==> src/rtl/cpu_pkg.sv <==
// cpu_pkg: shared CPU constants (opcodes, memory geometry) and the program memory controller mode enum
// Ports: none (package)
package cpu_pkg;
  localparam int ADDR_W = 4;
  localparam int DATA_W = 4;
  localparam logic [3:0] OP_LOAD  = 4'b0001;
  localparam logic [3:0] OP_ADD   = 4'b0010;
  localparam logic [3:0] OP_SUB   = 4'b0011;
  localparam logic [3:0] OP_AND   = 4'b0100;
  localparam logic [3:0] OP_OR    = 4'b0101;
  localparam logic [3:0] OP_XNOR  = 4'b0111;
  localparam logic [3:0] OP_SLEEP = 4'b1000;
  typedef enum logic [1:0] {
    MODE_LOAD  = 2'd0,
    MODE_RUN   = 2'd1,
    MODE_SLEEP = 2'd2
  } mode_t;
endpackage

==> src/rtl/prog_mem_16x4.sv <==
// prog_mem_16x4: single-port program memory, registered read, write enable, contents never reset
// Ports: clk; we/addr/wdata write side; rdata holds mem[addr] sampled on the previous edge (read-before-write)
module prog_mem_16x4 #(
  parameter int ADDR_W = 4,
  parameter int DATA_W = 4
) (
  input  logic              clk,
  input  logic              we,
  input  logic [ADDR_W-1:0] addr,
  input  logic [DATA_W-1:0] wdata,
  output logic [DATA_W-1:0] rdata
);
  logic [DATA_W-1:0] mem [2**ADDR_W];
  always_ff @(posedge clk) begin
    if (we) mem[addr] <= wdata;
    rdata <= mem[addr];
  end
endmodule

==> src/rtl/prog_mem_ctrl.sv <==
// prog_mem_ctrl: owns the CPU program memory, arbitrates CPU fetch vs host access and sequences LOAD/RUN/SLEEP
// Ports: clk, reset (async, active-low)
//   host_*  : host download/readback port (req held until gnt; rvalid/err one cycle after gnt)
//   cpu_*   : CPU fetch port, cpu_sleep status, cpu_hold/cpu_wakeup control
//   load_req/load_done : LOAD entry/exit pulses; wakeup_in : external wake
//   load_cnt : host writes accepted in this LOAD (saturates at 16); mode : LOAD=0 RUN=1 SLEEP=2
module prog_mem_ctrl
  import cpu_pkg::*;
#(
  parameter int ADDR_W = cpu_pkg::ADDR_W,
  parameter int DATA_W = cpu_pkg::DATA_W
) (
  input  logic              clk,
  input  logic              reset,
  input  logic              host_req,
  input  logic              host_we,
  input  logic [ADDR_W-1:0] host_addr,
  input  logic [DATA_W-1:0] host_wdata,
  output logic              host_gnt,
  output logic              host_rvalid,
  output logic [DATA_W-1:0] host_rdata,
  output logic              host_err,
  input  logic              load_req,
  input  logic              load_done,
  input  logic              cpu_req,
  input  logic [ADDR_W-1:0] cpu_addr,
  output logic              cpu_gnt,
  output logic              cpu_rvalid,
  output logic [DATA_W-1:0] cpu_rdata,
  input  logic              cpu_sleep,
  input  logic              wakeup_in,
  output logic              cpu_hold,
  output logic              cpu_wakeup,
  output logic [ADDR_W:0]   load_cnt,
  output logic [1:0]        mode
);
  mode_t state, nstate;
  logic run, last_cpu, mem_we;
  logic [ADDR_W-1:0] mem_addr;
  logic [DATA_W-1:0] mem_q;
  assign run = state == MODE_RUN;
  // last_cpu=1 means the CPU won the previous RUN grant, so the host wins the next tie
  assign cpu_gnt  = run && cpu_req && !(host_req && last_cpu);
  assign host_gnt = host_req && !cpu_gnt;
  // host writes are acknowledged in RUN but never reach the array
  assign mem_we   = host_gnt && host_we && !run;
  assign mem_addr = cpu_gnt ? cpu_addr : host_addr;
  // read data is gated by rvalid so outputs read zero outside a valid beat
  assign host_rdata = host_rvalid ? mem_q : '0;
  assign cpu_rdata  = cpu_rvalid ? mem_q : '0;
  prog_mem_16x4 #(.ADDR_W(ADDR_W), .DATA_W(DATA_W)) u_mem (
    .clk   (clk),
    .we    (mem_we),
    .addr  (mem_addr),
    .wdata (host_wdata),
    .rdata (mem_q)
  );
  always_ff @(posedge clk or negedge reset) begin
    if (!reset) state <= MODE_LOAD;
    else state <= nstate;
  end
  // load_req has top priority in every state
  always_comb begin
    nstate = load_req ? MODE_LOAD :
             state == MODE_LOAD  ? (load_done ? MODE_RUN : MODE_LOAD) :
             state == MODE_RUN   ? (cpu_sleep ? MODE_SLEEP : MODE_RUN) :
             state == MODE_SLEEP ? (wakeup_in ? MODE_RUN : MODE_SLEEP) : MODE_LOAD;
  end
  always_comb begin
    cpu_hold = state == MODE_LOAD;
    mode     = state;
  end
  always_ff @(posedge clk or negedge reset) begin
    if (!reset) begin
      host_rvalid <= 1'b0;
      host_err    <= 1'b0;
      cpu_rvalid  <= 1'b0;
      cpu_wakeup  <= 1'b0;
      last_cpu    <= 1'b0;
      load_cnt    <= '0;
    end else begin
      host_rvalid <= host_gnt && !host_we;
      host_err    <= host_gnt && host_we && run;
      cpu_rvalid  <= cpu_gnt;
      cpu_wakeup  <= state == MODE_SLEEP && wakeup_in && !load_req;
      if (run && (cpu_gnt || host_gnt)) last_cpu <= cpu_gnt;
      load_cnt <= load_req ? '0 :
                  (state == MODE_LOAD && mem_we && !load_cnt[ADDR_W]) ? load_cnt + {{ADDR_W{1'b0}}, 1'b1} :
                  load_cnt;
    end
  end
endmodule

==> config.mk <==
export PLATFORM = sky130hd
export DESIGN_NAME = prog_mem_ctrl
export DESIGN_NICKNAME = d
export VERILOG_FILES = /design/src/rtl/cpu_pkg.sv /design/src/rtl/prog_mem_16x4.sv /design/src/rtl/prog_mem_ctrl.sv
export SDC_FILE = /design/constraint.sdc
export NUM_CORES = 1
export LEC_CHECK = 0
export CAP_MARGIN = 30
export CORE_MARGIN = 2
export CORE_UTILIZATION = 56
export DETAILED_ROUTE_END_ITERATION = 10
export PLACE_DENSITY = 0.8
export SLEW_MARGIN = 20
export SYNTH_ARGS = -nofsm -noshare
export SYNTH_HDL_FRONTEND = slang
export SYNTH_SLANG_ARGS = --single-unit
==> constraint.sdc <==
create_clock -name clk -period 2.8 [get_ports clk]
set_input_delay 0.42 -clock clk [delete_from_list [all_inputs] [get_ports clk]]
set_output_delay 0.42 -clock clk [all_outputs]
set_load 0.02 [all_outputs]
==> results.py, run 1 <==
metrics = {
    "synthesis": {
        "yosys.area.top_type": "edfxtp_1",
        "ys_seq_area_share_pct": 62.25,
        "synth_nets": 336,
        "yosysUniqueCellTypes": 42,
        "synth-edff-count": 64,
        "syn_area_um2": 3699,
        "yosys-top-cells-area": "edfxtp_1 52%, dfrtp_1 8.1%, and4_1 3.8%",
        "synth-async-reset-ratio_pct": 15.00,
        "yosysTopAreaCellShare_pct": 51.96,
        "synth_area_per_cell_um2": 11.78,
        "yosys_warnings": 0,
        "ys_dominant_reg_cell": "edfxtp_1",
        "ys_ff_latch": 80,
        "yosysMostFrequentCell": "edfxtp_1",
        "synthCells": 314,
        "synthTopCellsByCount": "64 x edfxtp_1, 36 x nor2_1, 23 x nor3_1, 20 x a31oi_1, 20 x o21ai_0",
    },
    "clock_network": {
        "clk_pin_slew_ns": 0.08,
        "cts_setup_buffers": 0,
        "insertion_delay_ns": 0.34,
        "cts_hold_buf": 0,
        "cts.sinks": 80,
        "cts_buffers": 9,
        "ctsResizeCount": 0,
        "cts_buffer_depth": 2,
        "cts_tree": "done",
        "root_buffer": "clkbuf_8",
        "htree_levels": 3,
    },
    "drt": {
        "wl_per_cell_um": 19.10,
        "first_pass_iters": 5,
        "drc_errors": 0,
        "drt_iter0_drc": 320,
        "via_per_inst": 6.392,
        "drtAntennaViolNets": 0,
        "dr_total_vias": 2889,
        "wirelength_mm": 8.633,
    },
    "grt": {
        "gr-total-overflow": 0,
        "grt_pass1_wl_mm": 13.43,
        "grt_start_max_net_pins": 19,
        "grt_pass1_vias": 2647,
        "grt_use_total_pct": 24.35,
        "antenna_found_initial": 0,
    },
    "setup_path": {
        "rr_startpoint": "mode[1]",
        "critPathKind": "reg2out",
        "rrSetupSlack_ns": 0.22,
        "crit_path_end": "cpu_gnt",
        "arrival_ns": 2.27,
        "start_kind": "flip-flop",
        "critPathMaxStageDelay_ns": 0.64,
        "crit_slowest_cell": "clkdlybuf4s50_1",
        "end_kind": "primary output",
        "rr_endpoint": "u_mem.rdata[1]",
        "cp.depth": 5,
        "rr_worst_depth": 7,
        "timing.critical_path.buf_inv": 3,
        "cp_max_fo": 11,
        "crit_required_ns": 2.38,
        "path_cells": "and3b_2 > nand2_2 > buf_4 > inv_2 > clkdlybuf4s50_1",
        "critPathLaunch": "mode[1]",
        "critPathTopFamily": "buffers and inverters",
    },
    "sta": {
        "setup_viol_count_final": 0,
        "finalMaxSlewViolations": 0,
        "finalCritPeriodShare_pct": 96.02,
        "hold_viol_final": 0,
        "fmax_mhz": 371.9,
        "relSlewSlack_pct": 47.31,
        "worst_pin_slew_ns": 0.7867,
        "setup_ws_ns": 0.1114,
        "fin_worst_skew_ns": 0.007052,
        "rsz0062_at_grt": "false",
        "period_minus_slack_ns": 2.689,
    },
    "cells_and_area": {
        "final_area_um2": 4496,
        "fin_util_pct": 70.40,
        "nets": 392,
        "num_antenna_cells": 0,
        "nFillCells": 444,
        "syn2layout_area_growth_pct": 21.55,
        "layout-drive-gt1-share_pct": 11.20,
        "stdcell_count": 452,
    },
    "power_and_ir_drop": {
        "power.internal_uw": 1956,
        "p_leak_uw": 0.001548,
        "p_comb_share_pct": 12.9,
        "pwr-share-seq_pct": 52.0,
        "power_switching_uw": 605.6,
        "clkPwrFrac_pct": 35.1,
        "power_density_nw_per_um2": 569.7,
        "vdd_drop_max_v": 0.0004639,
        "p_sw_share_pct": 23.64,
    },
    "placement": {
        "place.gp.congestion": 0.9177,
        "portBuffers": 42,
        "dp.cells": 436,
        "place_hpwl_mm": 6.130,
        "placed_area_um2": 4283,
        "pre_cts_slack_ns": -0.002225,
    },
    "worst_hold_path": {
        "min_path_type": "in2async",
    },
    "die": {
        "io_pins": 43,
        "coreArea_um2": 6386,
        "fp.dieH_um": 85.27,
        "fp.dieW_um": 85.27,
        "die_area_um2": 7271,
        "start_util_pct": 57.92,
        "fp-row-count": 29,
    },
    "flow_run": {
        "maxCapViolCount": 0,
    },
    "status": {
        "outcome": "finished clean",
    },
}
flip-flops by register name (all words and copies together) (netlist names):
signal / flops
load_cnt: 5
host_err: 1
u_mem.mem: 64
cpu_rvalid: 1
last_cpu: 1
host_rvalid: 1
u_mem.rdata: 4
cpu_wakeup: 1
mode: 2
power groups by stage:
stage                     Sequential, uW  Combinational (uW)  Clock (uW)
final                               1330                 331         899
after global routing                1340                 357         964
after CTS                           1330                 329         907
after detailed placement            1360                 327           0
after global placement              1360                 320           0
after floorplan                     1360                 183           0
worst min-delay path by stage:
stage / end / slack [ns] / depth (start not counted)
floorplan: cpu_rvalid / 0.12 / 0
global route: load_cnt[2] / 0.46 / 1
detailed placement: last_cpu / 0.54 / 2
CTS: load_cnt[2] / 0.45 / 1
finish: load_cnt[3] / 0.43 / 1
global placement: load_cnt[4] / 0.52 / 2
cells by family after synthesis:
group / share of synthesized area [%]
multiplexers: 2.977
XOR/XNOR: 0.7105
AO/OA/AOI/OAI: 10.56
AND/OR/NAND/NOR: 20.53
adder cells (fa/ha/maj): 0.3382
flip-flops: 62.25
buffers and inverters: 2.638
layout by cell type (no fill, tap or decap), types with 11 or more instances in the layout:
cell type	n
edfxtp_1	64
clkdlybuf4s50_1	42
nor2_1	36
nor3_1	23
o21ai_0	20
a31oi_1	20
buf_4	20
and4_1	16
nand3_1	14
nand2_1	13
a21oi_1	12
dfrtp_1	12
and2_1	11
stage by stage:
step	setup TNS [ns]	total power, uW	hold WS [ns]
finish	0	2561	0.4281
global route	0	2657	0.4623
CTS	0	2567	0.4538
detailed placement	-0.003344	1686	0.5410
global placement	0	1678	0.5150
floorplan	0	1540	0.1244
cell type report:
type                            count  area [um2]  area share, %
Clock buffer                       11       131.4          2.922
Tap cell                           77       96.34          2.143
Inverter                            4       15.01         0.3340
Multi-Input combinational cell    213        1299          28.89
Clock inverter                      5       81.33          1.809
Sequential cell                    80        2302          51.21
Timing Repair Buffer               62       570.5          12.69
layer usage:
metal	routed length, um	GRT usage (%)	up-vias	share of wire, %
met2	3777	36.29	165	44
met1	3851	35.83	1383	45
met5	0	0	-	0
li1	-	-	1324	-
met4	150	6.205	0	1.7
met3	852	6.615	17	9.9
Note: power is estimated with default switching activity, not from simulation.
==> run 2, diff against run 1 <==
--- a/config.mk
+++ b/config.mk
@@ -7,9 +7,10 @@
 export LEC_CHECK = 0
 export CAP_MARGIN = 30
 export CORE_MARGIN = 2
-export CORE_UTILIZATION = 56
+export CORE_UTILIZATION = 60
 export DETAILED_ROUTE_END_ITERATION = 10
-export PLACE_DENSITY = 0.8
+export DONT_BUFFER_PORTS = 1
+export PLACE_DENSITY = 0.76
 export SLEW_MARGIN = 20
 export SYNTH_ARGS = -nofsm -noshare
 export SYNTH_HDL_FRONTEND = slang
==> run 2 against run 1 <==
Compared with the run above:
- cell area fell by 10%
- final cell count decreased by 11%
- wire length increased by 0.90%
- global-route usage increased by 3.0 points
- via count is 4.7% lower
- flip-flop and latch count stayed put
- power shrank 1.1%
- clock-buffer cell count is 2 higher
- combinational power down 24%
- clock skew up 0.0048 ns
- sequential share of layout area grew 5.8 points
- core utilization down 2.5 points
==> results.py, run 2 (same netlist as run 1, synthesis figures left out) <==
metrics = {
    "status": {
        "outcome": "finished clean",
    },
    "drt": {
        "wirelength_mm": 8.711,
        "first_pass_iters": 5,
        "drc_errors": 0,
        "drt_iter0_drc": 314,
        "dr_total_vias": 2752,
        "drtAntennaViolNets": 0,
        "wl_per_cell_um": 21.67,
        "via_per_inst": 6.846,
    },
    "sta": {
        "setup_ws_ns": 0.2220,
        "rsz0062_at_grt": "false",
        "hold_ws_ns": 0.1216,
        "fmax_mhz": 387.9,
        "worst_pin_slew_ns": 0.7498,
        "finalMaxSlewViolations": 0,
        "hold_viol_final": 0,
        "setup_viol_count_final": 0,
        "fin_worst_skew_ns": 0.01180,
        "relSlewSlack_pct": 49.55,
        "period_minus_slack_ns": 2.578,
        "finalCritPeriodShare_pct": 92.07,
        "setup_tns_ns": 0,
    },
    "clock_network": {
        "htree_levels": 3,
        "cts_setup_buffers": 0,
        "cts_buffer_depth": 2,
        "cts.sinks": 80,
        "cts_buffers": 9,
        "cts_tree": "done",
        "insertion_delay_ns": 0.36,
        "clk_pin_slew_ns": 0.08,
        "root_buffer": "clkbuf_8",
    },
    "cells_and_area": {
        "regMostFlops": "u_mem.mem",
        "final_common_cell": "edfxtp_1",
        "top_regs": "u_mem.mem x64, load_cnt x5, u_mem.rdata x4",
        "num_antenna_cells": 0,
        "layout-drive-gt1-share_pct": 10.70,
        "nets": 344,
        "syn2layout_area_growth_pct": 9.269,
        "largest_reg_flops": 64,
        "layout_common_cells": "64 x edfxtp_1, 36 x nor2_1, 23 x nor3_1, 20 x o21ai_0, 20 x a31oi_1",
    },
    "die": {
        "fp-row-count": 28,
        "die_area_um2": 6808,
        "coreArea_um2": 5956,
        "start_util_pct": 62.10,
        "fp.dieW_um": 82.51,
        "fp.dieH_um": 82.51,
        "io_pins": 43,
    },
    "grt": {
        "grt_use_total_pct": 27.36,
        "antenna_found_initial": 0,
        "gr-total-overflow": 0,
        "grt_pass1_vias": 2543,
        "grt_start_max_net_pins": 17,
        "grt_pass1_wl_mm": 13.30,
    },
    "placement": {
        "pre_cts_slack_ns": 0.2416,
        "place.gp.congestion": 0.8958,
        "place_hpwl_mm": 5.993,
        "portBuffers": 0,
    },
    "setup_path": {
        "crit_required_ns": 3.04,
        "start_kind": "flip-flop",
        "critPathKind": "reg2reg",
        "crit_slowest_cell": "mux4_2",
        "cp_max_fo": 14,
        "end_kind": "flip-flop",
        "critPathMaxStageDelay_ns": 0.58,
        "arrival_ns": 2.81,
        "path_cells": "and3b_2 > nand2_2 > a21oi_2 > mux4_2 > nor4b_1 > a311o_1",
    },
    "worst_hold_path": {
        "min_path_type": "in2reg",
    },
    "power_and_ir_drop": {
        "power_density_nw_per_um2": 626.5,
        "vdd_drop_max_v": 0.0003491,
        "p_leak_uw": 0.001373,
    },
    "flow_run": {
        "maxCapViolCount": 0,
    },
}
## run 2: worst max-delay path: cells and delay by family, from the launching register on
kind / cells / cell delay [ns]
AO/OA/AOI/OAI: 2 / 0.81
AND/OR/NAND/NOR: 3 / 0.69
flip-flops: 1 / 0.38
multiplexers: 1 / 0.58
## run 2: metal layers
layer | global-route usage [%] | share of wire, % | vias up | wire length, um
met1 | 39.02 | 43 | 1313 | 3716
li1 | - | - | 1226 | -
met5 | 0 | 0 | - | 0
met2 | 41.37 | 46 | 199 | 4033
met4 | 11.48 | 1.4 | 0 | 123
met3 | 5.435 | 9.6 | 14 | 838
## run 2: final cells by class
class / instances / area (um2)
clock buffer: 13 / 158.9
clock inverter: 3 / 65.06
fill: 428 / 1914
inverter: 4 / 15.01
multi-input combinational: 213 / 1299
sequential: 80 / 2302
tap: 75 / 93.84
timing repair buffer: 14 / 107.6
## run 2: stage by stage
step | area, um2 | power, uW | utilization (%) | std cells
2_1_floorplan | 3699 | 1540 | - | 314
3_3_place_gp | 3807 | 1590 | 63.93 | 385
3_5_place_dp | 3807 | 1599 | 63.93 | 385
4_1_cts | 4041 | 2533 | 67.86 | 402
5_1_grt | 4041 | 2612 | 67.86 | 402
6_report | 4041 | 2532 | 67.86 | 402
## run 2: path summary, 6_finish.rpt
check,end,slack (ns),from,cells after the start
min,host_rvalid,0.12,host_we,1
min reg2reg,last_cpu,0.57,last_cpu,2
min in group asynchronous,host_rvalid,0.50,reset,1
max in group asynchronous,load_cnt[1],1.91,reset,1
max,u_mem.rdata[1],0.22,mode[1],6
max reg2reg,u_mem.rdata[1],0.22,mode[1],6
## run 2: power by group
group	internal (uW)	switching, uW
registers	1310	23.2
clock network	550	396
logic	89.7	161
total	1950	580
## run 2: repair_timing
item / 4_1_cts / 5_1_grt
endpoints found under the hold margin: 12 / 0
resized for setup: 0 / 0
hold buffers: 1 / 0
==> run 3, diff against run 2 <==
--- a/config.mk
+++ b/config.mk
@@ -5,9 +5,9 @@
 export SDC_FILE = /design/constraint.sdc
 export NUM_CORES = 1
 export LEC_CHECK = 0
-export CAP_MARGIN = 30
 export CORE_MARGIN = 2
 export CORE_UTILIZATION = 60
+export CTS_BUF_LIST = sky130_fd_sc_hd__clkbuf_16
 export DETAILED_ROUTE_END_ITERATION = 10
 export DONT_BUFFER_PORTS = 1
 export PLACE_DENSITY = 0.76
==> run 3 against run 2 <==
Compared with the run above:
- final cell count did not move
- power rose by 10%
- global-route usage up 0.20 points
- largest power group unchanged
- sequential power about the same
- sequential share of layout area fell by 1.1 points
- via count down 0.62%
- register-to-register slack is essentially flat
- clock power up 27%
- highest routed layer unchanged
- cell area is 2.0% higher
- flip-flop and latch count is the same
- critical endpoint unchanged
- clock-buffer cell count shrank 4
==> results.py, run 3 (same netlist as run 1, synthesis figures left out) <==
metrics = {
    "placement": {
        "place_hpwl_mm": 5.993,
        "place.gp.congestion": 0.8958,
        "pre_cts_slack_ns": 0.2416,
        "portBuffers": 0,
    },
    "drt": {
        "via_per_inst": 6.803,
        "drc_errors": 0,
        "wirelength_mm": 8.683,
        "dr_total_vias": 2735,
        "drt_iter0_drc": 307,
        "wl_per_cell_um": 21.60,
        "drtAntennaViolNets": 0,
        "first_pass_iters": 5,
    },
    "clock_network": {
        "clk_pin_slew_ns": 0.06,
        "cts_hold_buf": 1,
        "htree_levels": 3,
        "cts_setup_buffers": 0,
        "cts_buffers": 9,
        "ctsResizeCount": 0,
        "cts.sinks": 80,
        "root_buffer": "clkbuf_16",
        "cts_tree": "done",
        "cts_buffer_depth": 2,
        "insertion_delay_ns": 0.34,
    },
    "sta": {
        "hold_viol_final": 0,
        "relSlewSlack_pct": 48.20,
        "period_minus_slack_ns": 2.580,
        "fmax_mhz": 387.5,
        "setup_ws_ns": 0.2197,
        "setup_tns_ns": 0,
        "rsz0062_at_grt": "false",
        "finalCritPeriodShare_pct": 92.15,
        "fin_worst_skew_ns": 0.004625,
        "setup_viol_count_final": 0,
        "finalMaxSlewViolations": 0,
        "worst_pin_slew_ns": 0.7699,
    },
    "grt": {
        "grt_pass1_vias": 2556,
        "grt_start_max_net_pins": 17,
        "antenna_found_initial": 0,
        "grt_use_total_pct": 27.56,
        "grt_pass1_wl_mm": 13.35,
        "gr-total-overflow": 0,
    },
    "cells_and_area": {
        "largest_reg_flops": 64,
        "syn2layout_area_growth_pct": 11.47,
        "nFillCells": 419,
        "final_common_cell": "edfxtp_1",
        "regMostFlops": "u_mem.mem",
        "num_antenna_cells": 0,
        "layout-drive-gt1-share_pct": 10.09,
        "layout_common_cells": "64 x edfxtp_1, 36 x nor2_1, 23 x nor3_1, 20 x o21ai_0, 20 x a31oi_1",
        "nets": 344,
        "top_regs": "u_mem.mem x64, load_cnt x5, u_mem.rdata x4",
    },
    "die": {
        "coreArea_um2": 5956,
        "fp.dieW_um": 82.51,
        "die_area_um2": 6808,
        "io_pins": 43,
        "fp-row-count": 28,
        "start_util_pct": 62.10,
        "fp.dieH_um": 82.51,
    },
    "setup_path": {
        "cp_max_fo": 14,
        "arrival_ns": 2.80,
        "rr_startpoint": "mode[1]",
        "rr_endpoint": "u_mem.rdata[1]",
        "end_kind": "flip-flop",
        "critPathKind": "reg2reg",
        "rrSetupSlack_ns": 0.22,
        "crit_required_ns": 3.02,
        "start_kind": "flip-flop",
        "rr_worst_depth": 6,
    },
    "power_and_ir_drop": {
        "p_leak_uw": 0.001416,
        "power_density_nw_per_um2": 675.3,
        "pwr-share-seq_pct": 48.0,
        "vdd_drop_max_v": 0.0006353,
        "power.internal_uw": 2169,
        "power_switching_uw": 614.8,
        "p_comb_share_pct": 8.9,
        "clkPwrFrac_pct": 43.1,
        "p_sw_share_pct": 22.08,
    },
    "worst_hold_path": {
        "min_path_type": "in2reg",
        "min_path_cells": 1,
        "min_from": "load_req",
        "min_to": "load_cnt[2]",
    },
    "flow_run": {
        "maxCapViolCount": 0,
    },
    "status": {
        "outcome": "finished clean",
    },
}
## run 3: worst max-delay path: stages (launching register included)
cell,delay [ns]
dfrtp_1,0.37
and3b_2,0.39
nand2_2,0.13
a21oi_2,0.47
mux4_2,0.58
nor4b_1,0.17
a311o_1,0.35
## run 3: area by class of cell
cell class	count	area, um2	share of cell area [%]
clock buffers	9	225.2	5.463
clock inverters	7	80.08	1.942
inverters	4	15.01	0.3642
multi-input cells	213	1299	31.50
flip-flops and latches	80	2302	55.84
well taps	75	93.84	2.276
repair buffers	14	107.6	2.610
## run 3: stage by stage
stage                     utilization, %  instance area (um2)  total power, uW  hold slack, ns  instances
after floorplan                        -                 3699             1540          0.1244        314
after global placement             63.93                 3807             1590          0.1246        385
after detailed placement           63.93                 3807             1599          0.1247        385
after CTS                          69.22                 4123             2792          0.1322        402
after global routing               69.22                 4123             2869          0.1359        402
final                              69.22                 4123             2784          0.1415        402
## run 3: how the worst max path moves through the flow
stage	from	end	slack (ns)	depth (start not counted)
2_1_floorplan	mode[0]	u_mem.rdata[2]	0.33	8
3_3_place_gp	cpu_req	u_mem.rdata[1]	0.33	6
3_5_place_dp	cpu_req	u_mem.rdata[1]	0.24	6
4_1_cts	mode[1]	u_mem.rdata[1]	0.25	6
5_1_grt	mode[1]	u_mem.rdata[1]	0.08	6
6_report	mode[1]	u_mem.rdata[1]	0.22	6
## run 3: power groups by stage
| stage | Clock, uW | Sequential, uW | Combinational [uW] |
|---|---|---|---|
| 2_1_floorplan | 0 | 1360 | 183 |
| 3_3_place_gp | 0 | 1360 | 230 |
| 3_5_place_dp | 0 | 1360 | 238 |
| 4_1_cts | 1210 | 1340 | 244 |
| 5_1_grt | 1260 | 1340 | 271 |
| 6_report | 1200 | 1340 | 248 |
## run 3: layer usage
layer | track usage, % | part of all wire, %
met2 | 40.97 | 46
met4 | 11.64 | 2.2
met5 | 0 | 0
met1 | 39.13 | 43
met3 | 6.630 | 9.5
